**src/rtl/tx_frame_sched.sv**
```systemverilog
// tx_frame_sched: round-robin burst arbiter between two capture FIFOs and the tx framer.
// Whole BURST-word frames stream through a 2-entry skid buffer, followed by an IFG idle gap.
module tx_frame_sched #(
  parameter int DW    = 40,
  parameter int LW    = 10,
  parameter int BURST = 32,
  parameter int IFG   = 12
) (
  input  logic          clk125,
  input  logic          reset,
  input  logic          enable,
  input  logic [LW-1:0] req0_level,
  output logic          req0_rden,
  input  logic [DW-1:0] req0_data,
  input  logic [LW-1:0] req1_level,
  output logic          req1_rden,
  input  logic [DW-1:0] req1_data,
  input  logic          tx_ready,
  output logic          tx_valid,
  output logic [DW-1:0] tx_data,
  output logic          tx_sof,
  output logic          tx_eof,
  output logic          tx_chan,
  output logic          busy,
  output logic [15:0]   frames0,
  output logic [15:0]   frames1
);
  localparam int            GW       = (IFG > 1) ? $clog2(IFG) : 1;
  localparam logic [LW-1:0] BURST_L  = LW'(BURST);
  localparam logic [LW-1:0] ONE_L    = LW'(1);
  localparam logic [GW-1:0] GAP_LOAD = GW'(IFG - 1);

  typedef enum logic [1:0] {S_IDLE, S_BURST, S_GAP} state_t;
  state_t state, state_nx;

  logic [1:0][DW-1:0] fifo_q;
  logic [1:0][DW-1:0] skid;
  logic [1:0][15:0]   frames;
  logic [1:0]         elig;
  logic [1:0]         occ;
  logic               chan, last, inflight;
  logic               grant, grant_ch, rd_ok, pop, last_pop;
  logic [LW-1:0]      rd_cnt, snd_cnt;
  logic [GW-1:0]      gap_cnt;

  assign fifo_q  = {req1_data, req0_data};
  assign elig[0] = enable && (req0_level >= BURST_L);
  assign elig[1] = enable && (req1_level >= BURST_L);
  assign grant    = (elig != 2'b00);
  assign grant_ch = (elig == 2'b11) ? ~last : elig[1];

  assign tx_valid = (occ != 2'd0);
  assign pop      = tx_valid && tx_ready;
  assign last_pop = pop && (snd_cnt == ONE_L);

  // Words held plus the one in flight, less this cycle's pop, must leave room for one more.
  assign rd_ok = (state == S_BURST) && (rd_cnt != '0) &&
                 (({1'b0, occ} + {2'b00, inflight}) < (3'd2 + {2'b00, pop}));
  assign req0_rden = rd_ok && !chan;
  assign req1_rden = rd_ok && chan;

  assign tx_data = skid[0];
  assign tx_sof  = tx_valid && (snd_cnt == BURST_L);
  assign tx_eof  = tx_valid && (snd_cnt == ONE_L);
  assign tx_chan = chan;
  assign busy    = (state != S_IDLE);
  assign frames0 = frames[0];
  assign frames1 = frames[1];

  always_ff @(posedge clk125 or posedge reset) begin
    if (reset) state <= S_IDLE;
    else       state <= state_nx;
  end

  always_comb begin
    state_nx = state;
    case (state)
      S_IDLE:  if (grant) state_nx = S_BURST;
      S_BURST: if (last_pop) state_nx = S_GAP;
      S_GAP:   if (gap_cnt == '0) state_nx = S_IDLE;
      default: state_nx = S_IDLE;
    endcase
  end

  always_ff @(posedge clk125 or posedge reset) begin
    if (reset) begin
      chan     <= 1'b0;
      last     <= 1'b1;
      inflight <= 1'b0;
      rd_cnt   <= '0;
      snd_cnt  <= '0;
      gap_cnt  <= '0;
      occ      <= '0;
      skid     <= '0;
      frames   <= '0;
    end else begin
      inflight <= rd_ok;
      if (state == S_IDLE && grant) begin
        chan    <= grant_ch;
        rd_cnt  <= BURST_L;
        snd_cnt <= BURST_L;
      end
      if (rd_ok) rd_cnt  <= rd_cnt - ONE_L;
      if (pop)   snd_cnt <= snd_cnt - ONE_L;
      if (last_pop) begin
        frames[chan] <= frames[chan] + 16'd1;
        last         <= chan;
        gap_cnt      <= GAP_LOAD;
      end else if (state == S_GAP && gap_cnt != '0) begin
        gap_cnt <= gap_cnt - GW'(1);
      end
      // FIFO Q lands one cycle after rden; skid[0] is always the head.
      case ({inflight, pop})
        2'b10: begin
          if (occ == 2'd0) skid[0] <= fifo_q[chan];
          else             skid[1] <= fifo_q[chan];
          occ <= occ + 2'd1;
        end
        2'b01: begin
          skid[0] <= skid[1];
          occ     <= occ - 2'd1;
        end
        2'b11: begin
          if (occ == 2'd1) begin
            skid[0] <= fifo_q[chan];
          end else begin
            skid[0] <= skid[1];
            skid[1] <= fifo_q[chan];
          end
        end
        default: begin end
      endcase
    end
  end
endmodule
```
**config.mk**
```make
export PLATFORM = sky130hd
export DESIGN_NAME = tx_frame_sched
export DESIGN_NICKNAME = d
export VERILOG_FILES = /design/src/rtl/tx_frame_sched.sv
export SDC_FILE = /design/constraint.sdc
export NUM_CORES = 1
export LEC_CHECK = 0
export ABC_AREA = 1
export CORE_MARGIN = 2
export CORE_UTILIZATION = 45
export CTS_CLUSTER_DIAMETER = 40
export DETAILED_ROUTE_END_ITERATION = 7
export GPL_TIMING_DRIVEN = 0
export HOLD_SLACK_MARGIN = 0.12
export PLACE_DENSITY = 0.82
export SYNTH_ARGS = -nofsm -noshare
export SYNTH_HDL_FRONTEND = slang
export SYNTH_SLANG_ARGS = --single-unit
```
**constraint.sdc**
```tcl
create_clock -name clk125 -period 15.3 [get_ports clk125]
set_clock_uncertainty 0.15 [all_clocks]
set_input_delay 3.825 -clock clk125 [delete_from_list [all_inputs] [get_ports clk125]]
set_output_delay 3.825 -clock clk125 [all_outputs]
set_load 0.005 [all_outputs]
```
==> flow_results.org, run 1 <==
** Status
- The flow ran to the end, and the final reports show no timing, DRC or antenna violations.

** Worst setup path
- By startpoint and endpoint, the worst setup path is classified as in -> out.
- Largest delay share family, worst path :: buffers and inverters
- The worst setup path is launched from an input pin.
- Critical path required time :: approximately 11,000 ps
- Master of the slowest instance on the critical path :: sky130_fd_sc_hd__clkdlybuf4s50_1
- The critical path contains buffers and inverters numbering 5 combined.
- Kind of end point of the critical path :: output pin
- The signal on the critical path passes through clkdlybuf4s50_1, nand2_1, buf_2, o21ai_1, inv_1, nor3_1, nand2_1, buf_2, nor2_1, clkdlybuf4s50_1.
- Along the worst path, the maximum fanout reaches 10.
- For the worst setup path, the data arrival time is approximately 6200 ps.
- Delay contributed by the slowest stage of the critical path :: approximately 570 ps

** Floorplan
- For this configuration, the core starts out at a cell density of 0.459.
- The floorplan has 48 rows.
- The die is 137 um wide.
- The die covers 0.0187 mm^2.
- Measured along the y axis, the die boundary spans approximately 140 um.
- During I/O placement, the number of pins put on the boundary was roughly 180.
- The total area inside the core boundary comes to between 0.015 and 0.02 mm^2.

** Logic synthesis
- Number of warnings reported in the yosys synthesis log :: 0
- Number of synthesized flops with an enable pin :: 0
- Leading post-synthesis cells by cell area :: sky130_fd_sc_hd__dfrtp_1, sky130_fd_sc_hd__nand2_1, sky130_fd_sc_hd__a31oi_1
- Each instance of the synthesized netlist takes up on average 7.42 um^2.
- Among all flip-flop cells after synthesis, the most frequent one is sky130_fd_sc_hd__dfrtp_1.
- After synthesis the netlist holds a flip-flop and latch count of about 140.
- Distinct cell type count of the synthesized netlist :: 36
- The number of nets in the synthesized netlist is roughly 1,200.
- After synthesis the cells add up to 0.00794 mm^2.
- Share of synthesized registers carrying an async set or reset :: 1.00
- Of the post-synthesis cell area, the dominant cell type holds 0.448.
- Part of the Yosys area used for sequential elements :: 0.451
- The biggest area contributor in the post-synthesis netlist is sky130_fd_sc_hd__dfrtp_1.
- Synthesis produced 1,070 cells.

** STA
- Fmax :: just under 0.1 GHz
- Transition time at the pin with the least slew margin :: around 640 ps
- Dividing the final minimum period by the clock period gives 0.664.
- Post-layout minimum cycle time :: 10,150 ps
- Hold timing on the final database bottoms out at a slack of 355 ps.
- Headroom to the max-slew limit came out at 0.573.
- Setup violations remaining at the end of the flow were counted as 0.
- Final TNS setup :: 0 ps
- RSZ-0062 raised after global routing :: no
- The number of max-slew violations in the final report came to 0.
- Hold violation count in the final report :: 0

** Cells and area
- Register cell area after layout :: around 0.0036 mm^2
- Count of fill cells added during filler insertion :: 1,529
- Of the cells placed in the final design, the portion with a size suffix greater than 1 is 0.0878.
- Combined area of the multi-input logic cells :: roughly 0.0035 mm^2
- The finished cells cover roughly 0.011 mm^2.
- The area growth from synthesis to layout is 32.9%.
- In the final design database the tool counted roughly 1,400 nets.

** Global route
- In this run the most used layer during global routing was met2.
- Across every metal layer, demand over resource in global routing totals 0.241.
- The number of global-route vias before repair was between 7,000 and 8,000.
- Residual overflow from global routing :: 0
- The first global-routing pass estimated around 35,000 um of wire.
- For this run, global-route usage on met2 was measured as 0.405.
- The number of antenna violations at the first check in global routing is 2.
- Largest net degree at the start of global routing :: 87
- Met1 usage :: 0.303
- For this run, global-route usage on met3 was measured as 0.0633.

** Clock network
- Clock Latency Late Sink :: between 400 and 500 ps
- Buffers inserted during clock tree synthesis total 17.
- In this run the deepest clock path goes through 2 buffers.
- H-tree depth :: 4
- Clock tree synthesis found a total of about 140 sinks.
- Number of hold-repair buffers added at the cts stage :: 0
- Gates resized during post-CTS repair numbered 0.
- CTS Root Cell :: sky130_fd_sc_hd__clkbuf_16
- Buffers added to address setup during post-CTS repair amount to 0.
- CTS tree :: built
- Clock-pin slew of the registers on the worst-case setup and hold paths :: 60 ps

** Min path
- The path class of the tightest hold or removal check is reg -> reg.

** Power
- Leak pwr :: approximately 5.0 nW
- PD cells :: around 200 mW/mm^2
- Final Power :: between 2 and 2.5 mW
- VDD IR-drop max :: 0.101 mV

** Routing
- The detail route stage leaves a number of antenna-violating nets equal to 0.
- Via count :: just under 8,000
- First-pass detailed-route iteration total :: 6
- After the first detailed-routing iteration, the DRC count stood at 567.
- In the routed layout, each cell is associated on average with a via count of ~5.2.
- Total wirelength of the detailed-routed design :: between 20,000 and 25,000 um
- Dividing the detail-routed wire length by the instance count gives about 15 um.
- # DRC :: 0

** Placed design
- HPWL after detailed placement :: 15,800 um
- Buffers placed on the I/O ports in this run total between 150 and 200.
- Placer's final routability congestion estimate :: 0.896
- Post-DP Area :: between 0.009 and 0.01 mm^2

** Flow run
- Max-cap violations :: 0
## where the power goes
part / internal (mW) / switching (mW) / total [mW]
clock: 0.229 / 0.179 / 0.408
combinational: 0.482 / 0.619 / 1.10
sequential: 0.546 / 0.102 / 0.648
total: 1.26 / 0.900 / 2.16
## final timing paths
path,endpoint,slack (ps),startpoint,cells past startpoint
setup / recovery,req1_rden,5150,tx_ready,10
hold / removal,frames0[0],350,frames0[0],1
setup reg to reg,tx_data[10],12230,occ[0],12
hold reg to reg,frames0[0],350,frames0[0],1
max in group asynchronous,tx_data[39],10510,reset,3
min in group asynchronous,frames1[1],3680,reset,2
## sequential cells by signal (all words and copies together), names as in the netlist
name	count
inflight	1
state	2
rd_cnt	10
frames1	16
gap_cnt	4
skid	40
snd_cnt	10
occ	2
tx_chan	1
frames0	16
tx_data	40
last	1
## cells by family after synthesis
group / Yosys count / synth area share
AOI/OAI and AO/OA: 135 / 0.101
xor gates and xnor gates: 14 / 0.0155
adders and majority gates: 13 / 0.0205
buffers and inverters: 173 / 0.107
DFF: 143 / 0.451
and+or+nand+nor: 592 / 0.305
## final cells by class
| class | instances | area share |
|---|---|---|
| diodes | 1 | 0.000237 |
| plain buffers | 92 | 0.0516 |
| clock buffers | 17 | 0.0403 |
| clock inverters | 15 | 0.0141 |
| inverters | 81 | 0.0293 |
| multi-input cells | 754 | 0.333 |
| flip-flops and latches | 143 | 0.339 |
| well taps | 225 | 0.0267 |
| repair buffers | 173 | 0.166 |
## Yosys cell counts (4+ instances only)
cell type and count:
sky130_fd_sc_hd__clkbuf_1 30, sky130_fd_sc_hd__xor2_1 7, sky130_fd_sc_hd__nand3_1 82, sky130_fd_sc_hd__nand2_1 354, sky130_fd_sc_hd__buf_2 15, sky130_fd_sc_hd__dfrtp_1 142
sky130_fd_sc_hd__o21ai_0 36, sky130_fd_sc_hd__nor2_1 127, sky130_fd_sc_hd__nand3b_1 4, sky130_fd_sc_hd__o21ai_1 8, sky130_fd_sc_hd__nor3_1 6, sky130_fd_sc_hd__a31oi_1 82
sky130_fd_sc_hd__ha_1 13, sky130_fd_sc_hd__xnor2_1 7, sky130_fd_sc_hd__inv_1 77, sky130_fd_sc_hd__nand4_1 6, sky130_fd_sc_hd__buf_4 42
## layer usage
| layer | vias up | wire, um |
|---|---|---|
| li1 | 3808 | - |
| met2 | 349 | 10700 |
| met1 | 3643 | 9180 |
| met4 | 2 | 464 |
| met3 | 35 | 1970 |
| met5 | - | 11 |
## per-stage QoR
stage               setup WS, ps  instances   util
floorplan                   6580       1070      -
global placement            5350       1467  0.575
detailed placement          5180       1468  0.576
CTS                         5160       1500  0.610
global route                4910       1500  0.610
finish                      5150       1501  0.610
## cell usage in the layout, fill, tap and decap left out, types with 2 or more instances in the layout
cell and instances:
sky130_fd_sc_hd__o21ai_1 8, sky130_fd_sc_hd__ha_1 13, sky130_fd_sc_hd__nor2_1 127, sky130_fd_sc_hd__buf_4 42, sky130_fd_sc_hd__xnor2_1 7, sky130_fd_sc_hd__clkbuf_16 17, sky130_fd_sc_hd__clkdlybuf4s50_1 172, sky130_fd_sc_hd__inv_8 2
sky130_fd_sc_hd__inv_6 7, sky130_fd_sc_hd__dfrtp_1 142, sky130_fd_sc_hd__buf_6 3, sky130_fd_sc_hd__a31oi_1 82, sky130_fd_sc_hd__buf_2 15, sky130_fd_sc_hd__o21bai_1 2, sky130_fd_sc_hd__o21ai_0 36, sky130_fd_sc_hd__nand4_1 6
sky130_fd_sc_hd__clkinv_4 3, sky130_fd_sc_hd__nor3_1 6, sky130_fd_sc_hd__nand3_1 82, sky130_fd_sc_hd__nor2_2 2, sky130_fd_sc_hd__inv_2 3, sky130_fd_sc_hd__nand3b_1 4, sky130_fd_sc_hd__clkbuf_1 30, sky130_fd_sc_hd__nand2_2 3
sky130_fd_sc_hd__clkinv_2 2, sky130_fd_sc_hd__nand3_2 2, sky130_fd_sc_hd__buf_1 2, sky130_fd_sc_hd__o22ai_1 2, sky130_fd_sc_hd__nand2_1 354, sky130_fd_sc_hd__inv_1 76, sky130_fd_sc_hd__xor2_1 7, sky130_fd_sc_hd__or2_2 3
Note: power is estimated with default switching activity, not from simulation.
==> inputs of run 2 (changes only) <==
Settings changed: PLACE_DENSITY 0.82 to 0.85.
Clock period 15.3 ns to 8.3 ns, I/O delays scaled along.
==> run 2 against run 1 <==
Die area unchanged; sequential power is 85% higher; setup slack worse by 3300 ps; worst hold slack got worse by 3.7 ps; first-iteration DRC count decreased by 8.3%; core utilization down 0.10 points; clock-buffer cell count rose by 3; combinational power is 84% higher; non-clock buffer count unchanged; critical endpoint unchanged; largest power group unchanged.
==> flow_results.org, run 2 (synthesized netlist as in run 1, its figures left out) <==
** Status
- The run finished with clean final reports.

** STA
- RSZ-0062 raised after global routing :: no
- Setup-violating endpoint count in the final report :: 0 (unchanged)
- The number of max-slew violations in the final report was 0 (unchanged).
- The final setup TNS is 0 ps (unchanged).
- Of the available clock period, the critical path in the final layout requires 0.782.
- The headroom to the max-slew limit came to 0.594 (+0.0213).
- The routed design could run at a clock period as short as ~6500 ps.
- Fmax :: about 0.15 GHz
- Transition time at the pin with the least slew margin :: 607 ps (-31.8 ps)
- Hold violation count in the final report :: 0 (unchanged)

** Routing
- The number of iterations in the first detailed-routing pass came to 5 (-1).
- Number of nets with antenna violations after routing :: 0 (unchanged)
- DR WL/cell :: 15.0 um (+0.82%)
- The count of vias placed by the detailed router is 7,830 (-0.089%).
- The vias per cell came to 5.22 (about the same).
- Violation count after the first detailed-routing iteration :: 520 (-8.3%)
- # DRC :: 0 (unchanged)
- Total wirelength of the detailed-routed design :: 22,500 um (+0.82%)

** Global route
- The maximum number of pins on one net before global-route repair came to 94 (+8.0%).
- First-pass GRT wire length :: 35,600 um (+0.96%)
- The global-route congestion overflow total was 0 (unchanged).
- Via count of the first global-routing pass :: 7,469 (+1.8%)
- The total track usage is 0.242 (+0.00107).
- The number of antenna violations at the first check in global routing is 2 (unchanged).

** Cells and area
- The final standard cell utilization of the core was 0.609 (-0.00101).
- The layout net count is 1,379 (unchanged).
- Fraction of layout cells with a size suffix above 1 :: 0.0871 (-0.000784)
- The top cell types in the final layout, fill and taps aside, are sky130_fd_sc_hd__nand2_1, sky130_fd_sc_hd__clkdlybuf4s50_1, sky130_fd_sc_hd__dfrtp_1.
- Relative to the synthesized area, the layout overhead comes to 32.7%.
- Leaving out fill and tap cells, the most frequent cell in the layout is sky130_fd_sc_hd__nand2_1.

** Worst setup path
- The length in cells of the worst reg-to-reg path was 12 (unchanged).
- Flop2flop setup slack :: 5210 ps (-7020 ps)
- Bufs and invs on worst path :: 5 (unchanged)
- Critical path required time :: 6080 ps (-5250 ps)
- In this run the critical register-to-register path is launched from occ[1].
- In this design, the largest share of critical-path delay is due to buffers and inverters.
- The worst setup path is launched from an input pin.
- Master of the slowest instance on the critical path :: sky130_fd_sc_hd__clkdlybuf4s50_1
- Worst reg2reg endpoint :: tx_data[17]
- Start-to-end type of the worst setup path :: in -> out
- The arrival time of the worst setup path was 4270 ps (-1910 ps).
- Cells traversed along the worst timing path :: clkdlybuf4s50_1, nand2_1, buf_2, o21ai_1, inv_1, nor3_1, nand2_1, buf_2, nor2_1, clkdlybuf4s50_1
- Maximum fanout encountered on the critical timing path :: 10 (unchanged)
- The worst setup path is captured at an output pin.
- Delay contributed by the slowest stage of the critical path :: 560 ps (about the same)

** Clock network
- Number of hold-repair buffers added at the cts stage :: 0 (unchanged)
- The H-tree depth reported by CTS is 4 (unchanged).
- Clock tree synthesis selected as its root buffer the cell sky130_fd_sc_hd__clkbuf_16.
- Total CTS buffers :: 17 (unchanged)
- CTS tree :: built
- Number of setup buffers added after CTS :: 0 (unchanged)
- Clock sinks :: 143 (unchanged)
- The quantity of gates resized following cts came to 0 (unchanged).
- Clock Latency Late Sink :: 430 ps (about the same)
- The maximum count of clock buffers along a single path was 2 (unchanged).
- Clock-pin slew of the registers on the worst-case setup and hold paths :: 60 ps (about the same)

** Floorplan
- Starting utilization of the core area :: 0.459 (unchanged)
- Die X-Extent :: 137 um (unchanged)
- Boundary pin count :: 183 (unchanged)
- The die outline area is 0.0187 mm^2 (unchanged).
- The row count came to 48 (unchanged).
- The vertical die dimension is 137 um (unchanged).
- The core region area is 0.0173 mm^2 (unchanged).

** Min path
- The worst hold path begins at gap_cnt[2].
- The worst hold path belongs to the class reg -> reg.
- Count of cells along the worst hold path :: 1 (unchanged)
- Worst min-delay path endpoint :: gap_cnt[2]

** Placed design
- Placer's final routability congestion estimate :: 0.899 (+0.41%)
- HPWL after detailed placement :: 15,900 um (+0.72%)
- PortBufs :: 172 (unchanged)

** Power
- The power per standard cell area came to 375 mW/mm^2 (+83%).
- The maximum resistive drop on vdd was 0.201 mV (+100%).
- The leakage power is 4.95 nW (-0.45%).

** Flow run
- The max-capacitance violation count is 0 (unchanged).
-- run 2: cell count changes in the layout (fill, tap and decap cells not counted) --
cell | before | now
sky130_fd_sc_hd__clkbuf_1 | 30 | 31
sky130_fd_sc_hd__clkbuf_8 | 0 | 2
sky130_fd_sc_hd__clkinv_4 | 3 | 2
sky130_fd_sc_hd__bufinv_16 | 1 | 0
sky130_fd_sc_hd__clkinvlp_4 | 1 | 4
sky130_fd_sc_hd__inv_8 | 2 | 0
sky130_fd_sc_hd__clkinv_2 | 2 | 0
-- run 2: worst max-delay path by stage --
stage	startpoint	endpoint	slack, ps	cells past startpoint
floorplan	reset	frames0[0]	2240	1
global placement	reset	skid[71]	210	2
detailed placement	tx_ready	req1_rden	1840	10
CTS	tx_ready	req1_rden	1820	10
global route	tx_ready	req1_rden	1610	10
finish	tx_ready	req1_rden	1810	10
-- run 2: area by class of cell --
class                      instances  area, um^2
buffer                            92         544
clock inverter                    12         100
tap                              225         282
clock buffer                      20         457
multi-input combinational        754        3510
antenna                            1        2.50
timing repair buffer             173        1750
inverter                          81         309
sequential                       143        3580
fill                            1537        6770
-- run 2: power breakdown --
part           switching (mW)  leakage (nW)  internal [mW]
combinational            1.13          2.98          0.889
sequential              0.195          1.71           1.01
clock                   0.322         0.261          0.404
-- run 2: layer usage --
layer / track usage / up-vias / routed length, um
li1: - / 3814 / -
met1: 0.298 / 3656 / 9180
met2: 0.419 / 323 / 11000
met3: 0.0541 / 35 / 1930
met4: 0.0842 / 2 / 378
met5: 0 / - / 13
-- run 2: per-stage QoR --
stage	cells	hold slack [ps]	total power, mW	instance area, um^2	setup slack [ps]
after floorplan	1070	306	2.47	7940	2240
after global placement	1467	330	3.15	9940	209
after detailed placement	1468	335	3.22	9970	1840
after CTS	1500	350	3.95	10500	1820
after global routing	1500	385	4.27	10500	1610
final	1501	351	3.95	10500	1810
